<file path="src/rtl/alu_pkg.sv">
// Shared opcodes, FSM state type and flag bit positions for the sequential ALU.
package alu_pkg;

  localparam logic [3:0] OP_AND   = 4'b0000;
  localparam logic [3:0] OP_OR    = 4'b0001;
  localparam logic [3:0] OP_ADD   = 4'b0010;
  localparam logic [3:0] OP_LSL   = 4'b0011;
  localparam logic [3:0] OP_LSR   = 4'b0100;
  localparam logic [3:0] OP_SUB   = 4'b0110;
  localparam logic [3:0] OP_PASSB = 4'b0111;
  localparam logic [3:0] OP_MUL   = 4'b1000;

  localparam int FLAG_N = 3;
  localparam int FLAG_Z = 2;
  localparam int FLAG_C = 1;
  localparam int FLAG_V = 0;

  typedef enum logic [1:0] {
    IDLE = 2'd0,
    EXEC = 2'd1,
    DONE = 2'd2
  } state_t;

endpackage

</file>
<file path="src/rtl/alu_mul_iter.sv">
// Iterative shift-add multiplier: one multiplier bit per cycle, low n bits kept.
module alu_mul_iter #(
  parameter int n     = 64,
  parameter int ITERS = n
) (
  input  logic         clock,
  input  logic         reset,
  input  logic         start,
  input  logic [n-1:0] a,
  input  logic [n-1:0] b,
  output logic         done,
  output logic [n-1:0] product
);
  localparam int CW = $clog2(ITERS + 1);

  logic [n-1:0]  mcand;
  logic [n-1:0]  mplier;
  logic [n-1:0]  acc;
  logic [CW-1:0] cnt;
  logic          busy;

  // product includes this cycle's partial sum, so it is final while done is high
  assign product = acc + (mplier[0] ? mcand : '0);
  assign done    = busy && (cnt == CW'(ITERS - 1));

  always_ff @(posedge clock) begin
    if (reset) begin
      mcand  <= '0;
      mplier <= '0;
      acc    <= '0;
      cnt    <= '0;
      busy   <= 1'b0;
    end else if (start) begin
      mcand  <= a;
      mplier <= b;
      acc    <= '0;
      cnt    <= '0;
      busy   <= 1'b1;
    end else if (busy) begin
      acc    <= product;
      mcand  <= mcand << 1;
      mplier <= mplier >> 1;
      cnt    <= cnt + CW'(1);
      if (done) busy <= 1'b0;
    end
  end

endmodule

</file>
<file path="src/rtl/alu_seq.sv">
// Sequential ALU with valid/ready handshakes on both sides.
// Define ALU_SEQ_MUL_EN to add the iterative multiplier (opcode 1000).
module alu_seq
  import alu_pkg::*;
#(
  parameter int n          = 64,
  parameter int MUL_CYCLES = n
) (
  input  logic         CLK,
  input  logic         Reset,
  input  logic         InValid,
  output logic         InReady,
  input  logic [n-1:0] BusA,
  input  logic [n-1:0] BusB,
  input  logic [3:0]   ALUCtrl,
  output logic         OutValid,
  input  logic         OutReady,
  output logic [n-1:0] BusW,
  output logic [3:0]   Flags,
  output logic         Err
);
  localparam int ShW = $clog2(n);

  state_t         state, stateNext;
  logic           transfer, loadResult;
  logic [n:0]     addFull, subFull;
  logic [ShW-1:0] shAmt;
  logic [n-1:0]   aluW, resW;
  logic           aluC, aluV, aluErr;
  logic           resC, resV, resErr;
  logic [3:0]     resFlags;

  if (MUL_CYCLES != n || n < 8 || n > 64) begin : gBadParam
    $error("alu_seq: n must be 8..64 and MUL_CYCLES must equal n");
  end

  assign InReady  = (state == IDLE) && !Reset;
  assign OutValid = (state == DONE);
  assign transfer = InValid && InReady;

  // SUB as A + ~B + 1 so the carry-out is directly the not-borrow flag
  assign addFull = {1'b0, BusA} + {1'b0, BusB};
  assign subFull = {1'b0, BusA} + {1'b0, ~BusB} + {{n{1'b0}}, 1'b1};
  assign shAmt   = BusB[ShW-1:0];

  always_comb begin
    aluW   = '0;
    aluC   = 1'b0;
    aluV   = 1'b0;
    aluErr = 1'b0;
    case (ALUCtrl)
      OP_AND:   aluW = BusA & BusB;
      OP_OR:    aluW = BusA | BusB;
      OP_ADD: begin
        aluW = addFull[n-1:0];
        aluC = addFull[n];
        aluV = (BusA[n-1] == BusB[n-1]) && (addFull[n-1] != BusA[n-1]);
      end
      OP_SUB: begin
        aluW = subFull[n-1:0];
        aluC = subFull[n];
        aluV = (BusA[n-1] != BusB[n-1]) && (subFull[n-1] != BusA[n-1]);
      end
      OP_LSL:   aluW = BusA << shAmt;
      OP_LSR:   aluW = BusA >> shAmt;
      OP_PASSB: aluW = BusB;
      default:  aluErr = 1'b1;
    endcase
  end

`ifdef ALU_SEQ_MUL_EN
  logic         mulStart, mulDone;
  logic [n-1:0] mulProduct;

  assign mulStart = transfer && (ALUCtrl == OP_MUL);

  alu_mul_iter #(
    .n     (n),
    .ITERS (MUL_CYCLES)
  ) uMul (
    .clock   (CLK),
    .reset   (Reset),
    .start   (mulStart),
    .a       (BusA),
    .b       (BusB),
    .done    (mulDone),
    .product (mulProduct)
  );
`endif

  always_comb begin
    stateNext  = state;
    loadResult = 1'b0;
    resW       = aluW;
    resC       = aluC;
    resV       = aluV;
    resErr     = aluErr;
    case (state)
      IDLE: begin
        if (transfer) begin
`ifdef ALU_SEQ_MUL_EN
          if (ALUCtrl == OP_MUL) begin
            stateNext = EXEC;
          end else begin
            stateNext  = DONE;
            loadResult = 1'b1;
          end
`else
          stateNext  = DONE;
          loadResult = 1'b1;
`endif
        end
      end
      EXEC: begin
`ifdef ALU_SEQ_MUL_EN
        if (mulDone) begin
          stateNext  = DONE;
          loadResult = 1'b1;
          resW       = mulProduct;
          resC       = 1'b0;
          resV       = 1'b0;
          resErr     = 1'b0;
        end
`else
        stateNext = IDLE;
`endif
      end
      DONE: begin
        if (OutReady) stateNext = IDLE;
      end
      default: stateNext = IDLE;
    endcase
  end

  always_comb begin
    resFlags         = '0;
    resFlags[FLAG_N] = resW[n-1];
    resFlags[FLAG_Z] = (resW == '0);
    resFlags[FLAG_C] = resC;
    resFlags[FLAG_V] = resV;
  end

  // Results are captured once and held untouched through DONE
  always_ff @(posedge CLK) begin
    if (Reset) begin
      state <= IDLE;
      BusW  <= '0;
      Flags <= '0;
      Err   <= 1'b0;
    end else begin
      state <= stateNext;
      if (loadResult) begin
        BusW  <= resW;
        Flags <= resFlags;
        Err   <= resErr;
      end
    end
  end

endmodule

</file>
<file path="config.mk">
export PLATFORM = sky130hd
export DESIGN_NAME = alu_seq
export DESIGN_NICKNAME = d
export VERILOG_FILES = /design/src/rtl/alu_pkg.sv /design/src/rtl/alu_mul_iter.sv /design/src/rtl/alu_seq.sv
export SDC_FILE = /design/constraint.sdc
export NUM_CORES = 1
export LEC_CHECK = 0
export ABC_AREA = 0
export CAP_MARGIN = 20
export CORE_MARGIN = 2
export CORE_UTILIZATION = 30
export CTS_BUF_LIST = sky130_fd_sc_hd__clkbuf_2
export DETAILED_ROUTE_END_ITERATION = 12
export SYNTH_ARGS = -nofsm -noshare
export SYNTH_HDL_FRONTEND = slang
export SYNTH_HIERARCHICAL = 1
export SYNTH_SLANG_ARGS = --single-unit
</file>
<file path="constraint.sdc">
create_clock -name CLK -period 12.08 [get_ports CLK]
set_input_delay 3.624 -clock CLK [delete_from_list [all_inputs] [get_ports CLK]]
set_output_delay 3.624 -clock CLK [all_outputs]
set_load 0.005 [all_outputs]
</file>
After elaboration in Yosys (flattened, before gate mapping)
Index checks and enable logic that the tools add are counted.
{ "word_totals": {"ff_bits": 71, "output_inout_bits": 71, "word_cells": 44} }
{ "classes": {"addsub": 3, "n_eq_ne": 13, "shifts": 2, "muxes": 9, "n_bitwise": 3, "reduce_logical": 10} }
{ "ops": {"columns": ["cell", "count"], "rows": [
  ["$pmux 64 s7", 1],
  ["$add 64x64->65", 2],
  ["$add 65x1->65 const B", 1],
  ["$and 64x64->64", 1],
  ["$logic_not 64->1", 1],
  ["$not 64->64", 1],
  ["$or 64x64->64", 1],
  ["$shl 64x6->64", 1],
  ["$shr 64x6->64", 1],
  ["$eq 4x3->1 const B", 3],
  ["$eq 4x2->1 const B", 2],
  ["$reduce_or 7->1", 1],
  ["$eq 4x1->1 const B", 1],
  ["$logic_and 1x1->1", 4],
  ["$logic_not 4->1", 1],
  ["$mux 2", 2],
  ["$pmux 1 s2", 2],
  ["$pmux 2 s2", 1],
  ["$mux 1", 3],
  ["$ne 1x1->1", 3],
  ["$eq 2x2->1 const B", 1],
  ["$logic_not 2->1", 1],
  ["$ne 2x1->1 const B", 1],
  ["$ne 2x2->1 const B", 1],
  ["3 further kinds", 3]
]} }

Longest topological paths before layout
{ "depth": {"depth_word": 6, "mapped_depth": 22} }

Worst setup path after synthesis
Ideal clock, no wire load.
{ "synth_path": {"path_type": "input to register", "startpoint": "in BusB[2]", "endpoint": "reg Flags[2]", "arrival_ns": 9.389, "t_required_ns": 11.996, "slack_ns": 2.607, "cell_stages": 22, "path_buffers": 7, "path_cell_list": "buf_2 -> inv_2 -> buf_1 -> buf_1 -> buf_2 -> buf_2 -> clkbuf_1 -> buf_1 -> ha_1 -> and3_1 -> a2111oi_0 -> o41a_1 -> o221ai_1 -> a211oi_1 -> and2_1 -> o21ai_1 -> and2_1 -> nand4_1 -> o2bb2ai_1 -> or4_1 -> or3_1 -> o31ai_2"} }
{ "synth_between": {"elab_chain_len": 5, "word_cells_on_any_way": 10, "cone_classes": "add/sub (3); shift (2); mux (1); bitwise (3); reduce/logical (1)"} }
{ "synth_rtl": {"columns": ["element", "line", "rtl"], "rows": [
  ["start, declared", "alu_seq.sv:14", "input logic [n-1:0] BusB,"],
  ["$not 64->64", "alu_seq.sv:43", "assign subFull = {1'b0, BusA} + {1'b0, ~BusB} + {{n{1'b0}}, 1'b1};"],
  ["$add 64x64->65", "alu_seq.sv:43", null],
  ["$add 65x1->65", "alu_seq.sv:43", null],
  ["$pmux 64 s7 (*)", "alu_seq.sv:51", "case (ALUCtrl)"],
  ["$logic_not 64->1 (*)", "alu_seq.sv:138", "resFlags[FLAG_Z] = (resW == '0);"],
  ["end signal, assigned", "alu_seq.sv:154", "Flags <= resFlags;"],
  ["end, declared", "alu_seq.sv:19", "output logic [3:0] Flags,"]
]} }
Every way passes the cells marked *; elsewhere a longest branch is shown, timed or not.
A chain may end at the register's enable or synchronous reset.

Worst setup path in the final report
{ "layout_path": {"startpoint": "in ALUCtrl[2]", "endpoint": "reg Flags[2]"} }
{ "layout_between": {"elab_chain_len": 3, "word_cells_on_any_way": 9, "cone_classes": "eq/ne (6); mux (1); reduce/logical (2)"} }
{ "layout_rtl": {"columns": ["element", "line", "rtl"], "rows": [
  ["start, declared", "alu_seq.sv:15", "input logic [3:0] ALUCtrl,"],
  ["$eq 4x3->1, or another cell as far along", "alu_seq.sv:51", null],
  ["$pmux 64 s7 (*)", "alu_seq.sv:51", null],
  ["$logic_not 64->1 (*)", "alu_seq.sv:138", null]
]} }
Marks and branches as above.

==> metrics.json <==
{
  "synth_top_family_by_area": {"value": "compound AO/OA/AOI/OAI gates"},
  "fin_nets": {"value": 3700},
  "cts-buffers-inserted": {"value": 9},
  "coreArea": {"value": 76200, "unit": "um^2"},
  "top_achievable_clock_speed": {"value": 104, "unit": "MHz"},
  "clkTransAtPathRegs": {"value": 0.23, "unit": "ns"},
  "synth-xor-area-share": {"value": 0.830, "unit": "%"},
  "cts_root_buffer": {"value": "sky130_fd_sc_hd__clkbuf_2"},
  "die_w": {"value": 282, "unit": "um"},
  "placement_rows": {"value": 101},
  "drtPass1Iterations": {"value": 8},
  "grt_start_max_net_pins": {"value": 79},
  "holdCritPathClass": {"value": "flip-flop to flip-flop"},
  "sw_frac_of_total": {"value": 59.8, "unit": "%"},
  "via_count_of_the_first_global_routing_pass": {"value": 28157},
  "post_drt_wl_per_cell": {"value": 38.4, "unit": "um"},
  "leakage_power_figure": {"value": 10.4, "unit": "nW"},
  "timing_worst_slew_pin_value": {"value": 1.34, "unit": "ns"},
  "gr-total-overflow": {"value": 0},
  "fraction_of_the_mapped_netlist_area_in_adder_cells": {"value": 11.2, "unit": "%"},
  "max_slew_margin": {"value": 10.9, "unit": "%"},
  "n_fill_cell": {"value": 8341},
  "hold_viol_final": {"value": 0},
  "ir_drop": {"value": 0.0547, "unit": "mV"},
  "post_synth_most_frequent_cells": {"value": "sky130_fd_sc_hd__nand2_1 (304), sky130_fd_sc_hd__nor2_1 (262), sky130_fd_sc_hd__a21oi_1 (258)"},
  "synth-main-ff-cell": {"value": "sky130_fd_sc_hd__dfxtp_1"},
  "wirelength": {"value": 169000, "unit": "um"},
  "period_minus_slack": {"value": 9.63, "unit": "ns"},
  "area.growth.synth_to_final": {"value": 14.7, "unit": "%"},
  "ff2ff_setup_slack": {"value": 7.02, "unit": "ns"},
  "pwr-share-comb": {"value": 78.4, "unit": "%"},
  "cts-root-to-sink-buffers": {"value": 2},
  "outcome": {"value": "finished clean"},
  "yosysWarningCount": {"value": 6},
  "clock_network_fraction_of_design_power": {"value": 7.2, "unit": "%"},
  "grt_use_met3": {"value": 12.6, "unit": "%"},
  "muxShareOfSynthArea": {"value": 18.7, "unit": "%"},
  "critPathBufInv": {"value": 2},
  "pre_cts_ws": {"value": 1.97, "unit": "ns"},
  "cts_resized": {"value": 0},
  "post_synth_main_area_contributors": {"value": "sky130_fd_sc_hd__ha_1 (11%), sky130_fd_sc_hd__mux4_2 (10%), sky130_fd_sc_hd__dfxtp_1 (6.0%)"},
  "grt_antenna_before_repair": {"value": 13},
  "hold_path_end": {"value": "BusW[35]"},
  "clk-insertion-delay-late": {"value": 0.67, "unit": "ns"},
  "post-route-drc-count": {"value": 0},
  "post_route_cells_drive_above_1_share": {"value": 11.5, "unit": "%"},
  "hold_buffers": {"value": 0},
  "synth_area_per_inst": {"value": 7.12, "unit": "um^2"},
  "die_area": {"value": 79600, "unit": "um^2"},
  "postCtsSetupRepairBufs": {"value": 0},
  "synth_top_area_share": {"value": 11.1, "unit": "%"},
  "postLayoutSetupSlackWorst": {"value": 2.45, "unit": "ns"},
  "final.setup.tns": {"value": 0, "unit": "ns"},
  "hold_path_depth": {"value": 2},
  "gr-usage-all-layers": {"value": 41.2, "unit": "%"},
  "timing.hold.worst.start": {"value": "BusW[35]"},
  "synth_compound_gate_area_share": {"value": 32.5, "unit": "%"},
  "timing.critical_path.slowest_stage_cell": {"value": "sky130_fd_sc_hd__clkdlybuf4s50_1"},
  "grt.busiest_layer": {"value": "met2"},
  "timing.critical_path.cells": {"value": "clkdlybuf4s50_1 -> nor2b_1 -> nand3_1 -> buf_4 -> o221ai_1 -> nor4_1 -> o311ai_1 -> a211o_1 -> a2111oi_0 -> nand4_1 -> nor4_1 -> nand4_1 -> or4_1 -> or3_1 -> o31ai_2"},
  "gr-usage-met1": {"value": 55.6, "unit": "%"},
  "cts_tree": {"value": "built"},
  "count_of_pins_over_their_slew_limit": {"value": 0},
  "die_y": {"value": 282, "unit": "um"},
  "crit_path_start_kind": {"value": "input pin"},
  "cp.arrival": {"value": 10.21, "unit": "ns"},
  "floorplan.initialDensity": {"value": 30.4, "unit": "%"},
  "ys_ff_latch": {"value": 69},
  "ys_types": {"value": 92},
  "clock_sinks": {"value": 69},
  "unrepaired_setup_endpoints_after_global_routing": {"value": "no"},
  "asyncSetResetFlopFracSynth": {"value": 0, "unit": "%"},
  "worst-path-stages": {"value": 15},
  "critical_path.top_delay_family": {"value": "simple AND/OR/NAND/NOR gates"},
  "grt_pass1_wl": {"value": 232000, "unit": "um"},
  "synthesis.area": {"value": 23200, "unit": "um^2"},
  "count_of_mapped_cells_out_of_synthesis": {"value": 3259},
  "switching_power": {"value": 1.06, "unit": "mW"},
  "hpwl": {"value": 133000, "unit": "um"},
  "finalCritPeriodShare": {"value": 79.8, "unit": "%"},
  "cts_htree_levels": {"value": 3},
  "seq_power_share": {"value": 14.4, "unit": "%"},
  "synth_area_leader_cell": {"value": "sky130_fd_sc_hd__ha_1"},
  "ratio_of_total_power_to_cell_area": {"value": 66.8, "unit": "nW/um^2"},
  "report.final.setup_viol": {"value": 0},
  "rr_worst_depth": {"value": 12},
  "critical_path.max_fanout": {"value": 23},
  "ys_seq_area_share": {"value": 5.95, "unit": "%"},
  "gp_congestion": {"value": 1.12},
  "synth_most_common_cell": {"value": "sky130_fd_sc_hd__nand2_1"},
  "path_class": {"value": "input pin to flip-flop"},
  "placement.io_buffers": {"value": 206},
  "required_time_at_the_worst_slack_endpoint": {"value": 12.65, "unit": "ns"},
  "boundaryPins": {"value": 207},
  "synth_nets": {"value": 3602},
  "detail_route.vias_per_cell": {"value": 6.97},
  "synth_edf_count": {"value": 0},
  "drtIter0Drc": {"value": 5235},
  "cap_violations": {"value": 0},
  "rr_startpoint": {"value": "state[1]"},
  "detailroute.via_count": {"value": 30662},
  "antenna_left": {"value": 0},
  "synthSimpleGateAreaFrac": {"value": 22.6, "unit": "%"},
  "groute.layer.met2.usage": {"value": 58.8, "unit": "%"},
  "final.setup_skew": {"value": 0.0378, "unit": "ns"},
  "cp_slowest_stage_delay": {"value": 0.95, "unit": "ns"},
  "endpoint_kind": {"value": "flip-flop"},
  "worstReg2RegEnd": {"value": "Flags[2]"},
  "internal_power": {"value": 0.714, "unit": "mW"}
}
## through the flow
step	instance area [um^2]	utilization [%]	hold WS [ns]	cells	power, mW
4_1_cts	26600	34.9	0.473	4389	1.71
5_1_grt	26600	34.9	0.492	4393	1.83
3_5_place_dp	26500	34.8	0.445	4373	1.57
6_report	26600	34.9	0.469	4398	1.78
2_1_floorplan	23200	-	0.446	3259	0.978
3_3_place_gp	26500	34.8	0.446	4372	1.59
## worst max path at each step
| stage | startpoint | endpoint | slack (ns) |
|---|---|---|---|
| after CTS | BusB[0] | Flags[2] | 2.71 |
| final | ALUCtrl[2] | Flags[2] | 2.45 |
| after detailed placement | BusB[0] | Flags[2] | 1.97 |
| after global placement | BusB[0] | Flags[2] | 2.01 |
| after global routing | BusB[0] | Flags[2] | 2.40 |
| after floorplan | BusB[2] | Flags[2] | 2.61 |
## layer usage
| layer | vias to the layer above | routed length, um |
|---|---|---|
| met5 | - | 80 |
| met4 | 12 | 9630 |
| met3 | 426 | 22300 |
| met2 | 2414 | 68200 |
| met1 | 15151 | 68800 |
| li1 | 12659 | - |
## logic make-up (layout without fill, tap and decap cells)
family,after synthesis,in the layout
buffers and inverters,464,567
muxes,283,283
and+or+nand+nor,1096,1096
xor gates and xnor gates,22,22
adders and majority gates,207,207
DFF,69,69
AOI/OAI and AO/OA,1118,1118
other,0,6
## sequential cells by signal, indices dropped and copies added (netlist names)
name   flops
BusW      64
Err        1
Flags      3
state      1
## power by group through the flow
stage / registers (mW) / clock network (mW) / logic (mW)
after floorplan: 0.260 / 0 / 0.718
after global placement: 0.260 / 0 / 1.33
final: 0.256 / 0.128 / 1.39
after detailed placement: 0.260 / 0 / 1.31
after CTS: 0.256 / 0.137 / 1.32
after global routing: 0.258 / 0.142 / 1.43
## cell usage in the layout, fill, tap and decap left out, types with 50 or more instances in the layout
cell,Yosys,final
sky130_fd_sc_hd__a211oi_1,59,57
sky130_fd_sc_hd__a21oi_1,258,258
sky130_fd_sc_hd__buf_4,1,130
sky130_fd_sc_hd__clkdlybuf4s50_1,0,201
sky130_fd_sc_hd__dfxtp_1,69,69
sky130_fd_sc_hd__ha_1,205,205
sky130_fd_sc_hd__inv_1,208,206
sky130_fd_sc_hd__mux2_2,56,56
sky130_fd_sc_hd__mux2i_1,110,109
sky130_fd_sc_hd__mux4_2,108,108
sky130_fd_sc_hd__nand2_1,304,301
sky130_fd_sc_hd__nand3_1,149,149
sky130_fd_sc_hd__nand4_1,50,50
sky130_fd_sc_hd__nor2_1,262,260
sky130_fd_sc_hd__nor3_1,89,87
sky130_fd_sc_hd__nor4_1,56,55
sky130_fd_sc_hd__o21ai_0,217,214
sky130_fd_sc_hd__o22ai_1,75,75
## worst register-to-register path, cell delays in order, from the launching register on
cell and delay, ns:
sky130_fd_sc_hd__dfxtp_1 0.38, sky130_fd_sc_hd__nor2_1 0.25, sky130_fd_sc_hd__nand2_4 0.32, sky130_fd_sc_hd__a221oi_1 0.59, sky130_fd_sc_hd__nand2_1 0.26, sky130_fd_sc_hd__or3_1 0.57
sky130_fd_sc_hd__a211oi_1 0.60, sky130_fd_sc_hd__and4_1 0.32, sky130_fd_sc_hd__and4b_1 0.24, sky130_fd_sc_hd__nand4_1 0.28, sky130_fd_sc_hd__or4_1 0.58, sky130_fd_sc_hd__or3_1 0.39
sky130_fd_sc_hd__o31ai_2 0.21
## area by class of cell
type                       count  area, um^2  area share [%]
inverter                     214         806            3.03
clock buffer                   9        45.0           0.169
sequential                    69        1380            5.19
clock inverter                 7        42.5           0.160
multi-input combinational   2726       20000            75.2
antenna                        6        15.0          0.0564
tap                         1030        1290            4.84
timing repair buffer         337        3030            11.4
Note: power is estimated with default switching activity, not from simulation.
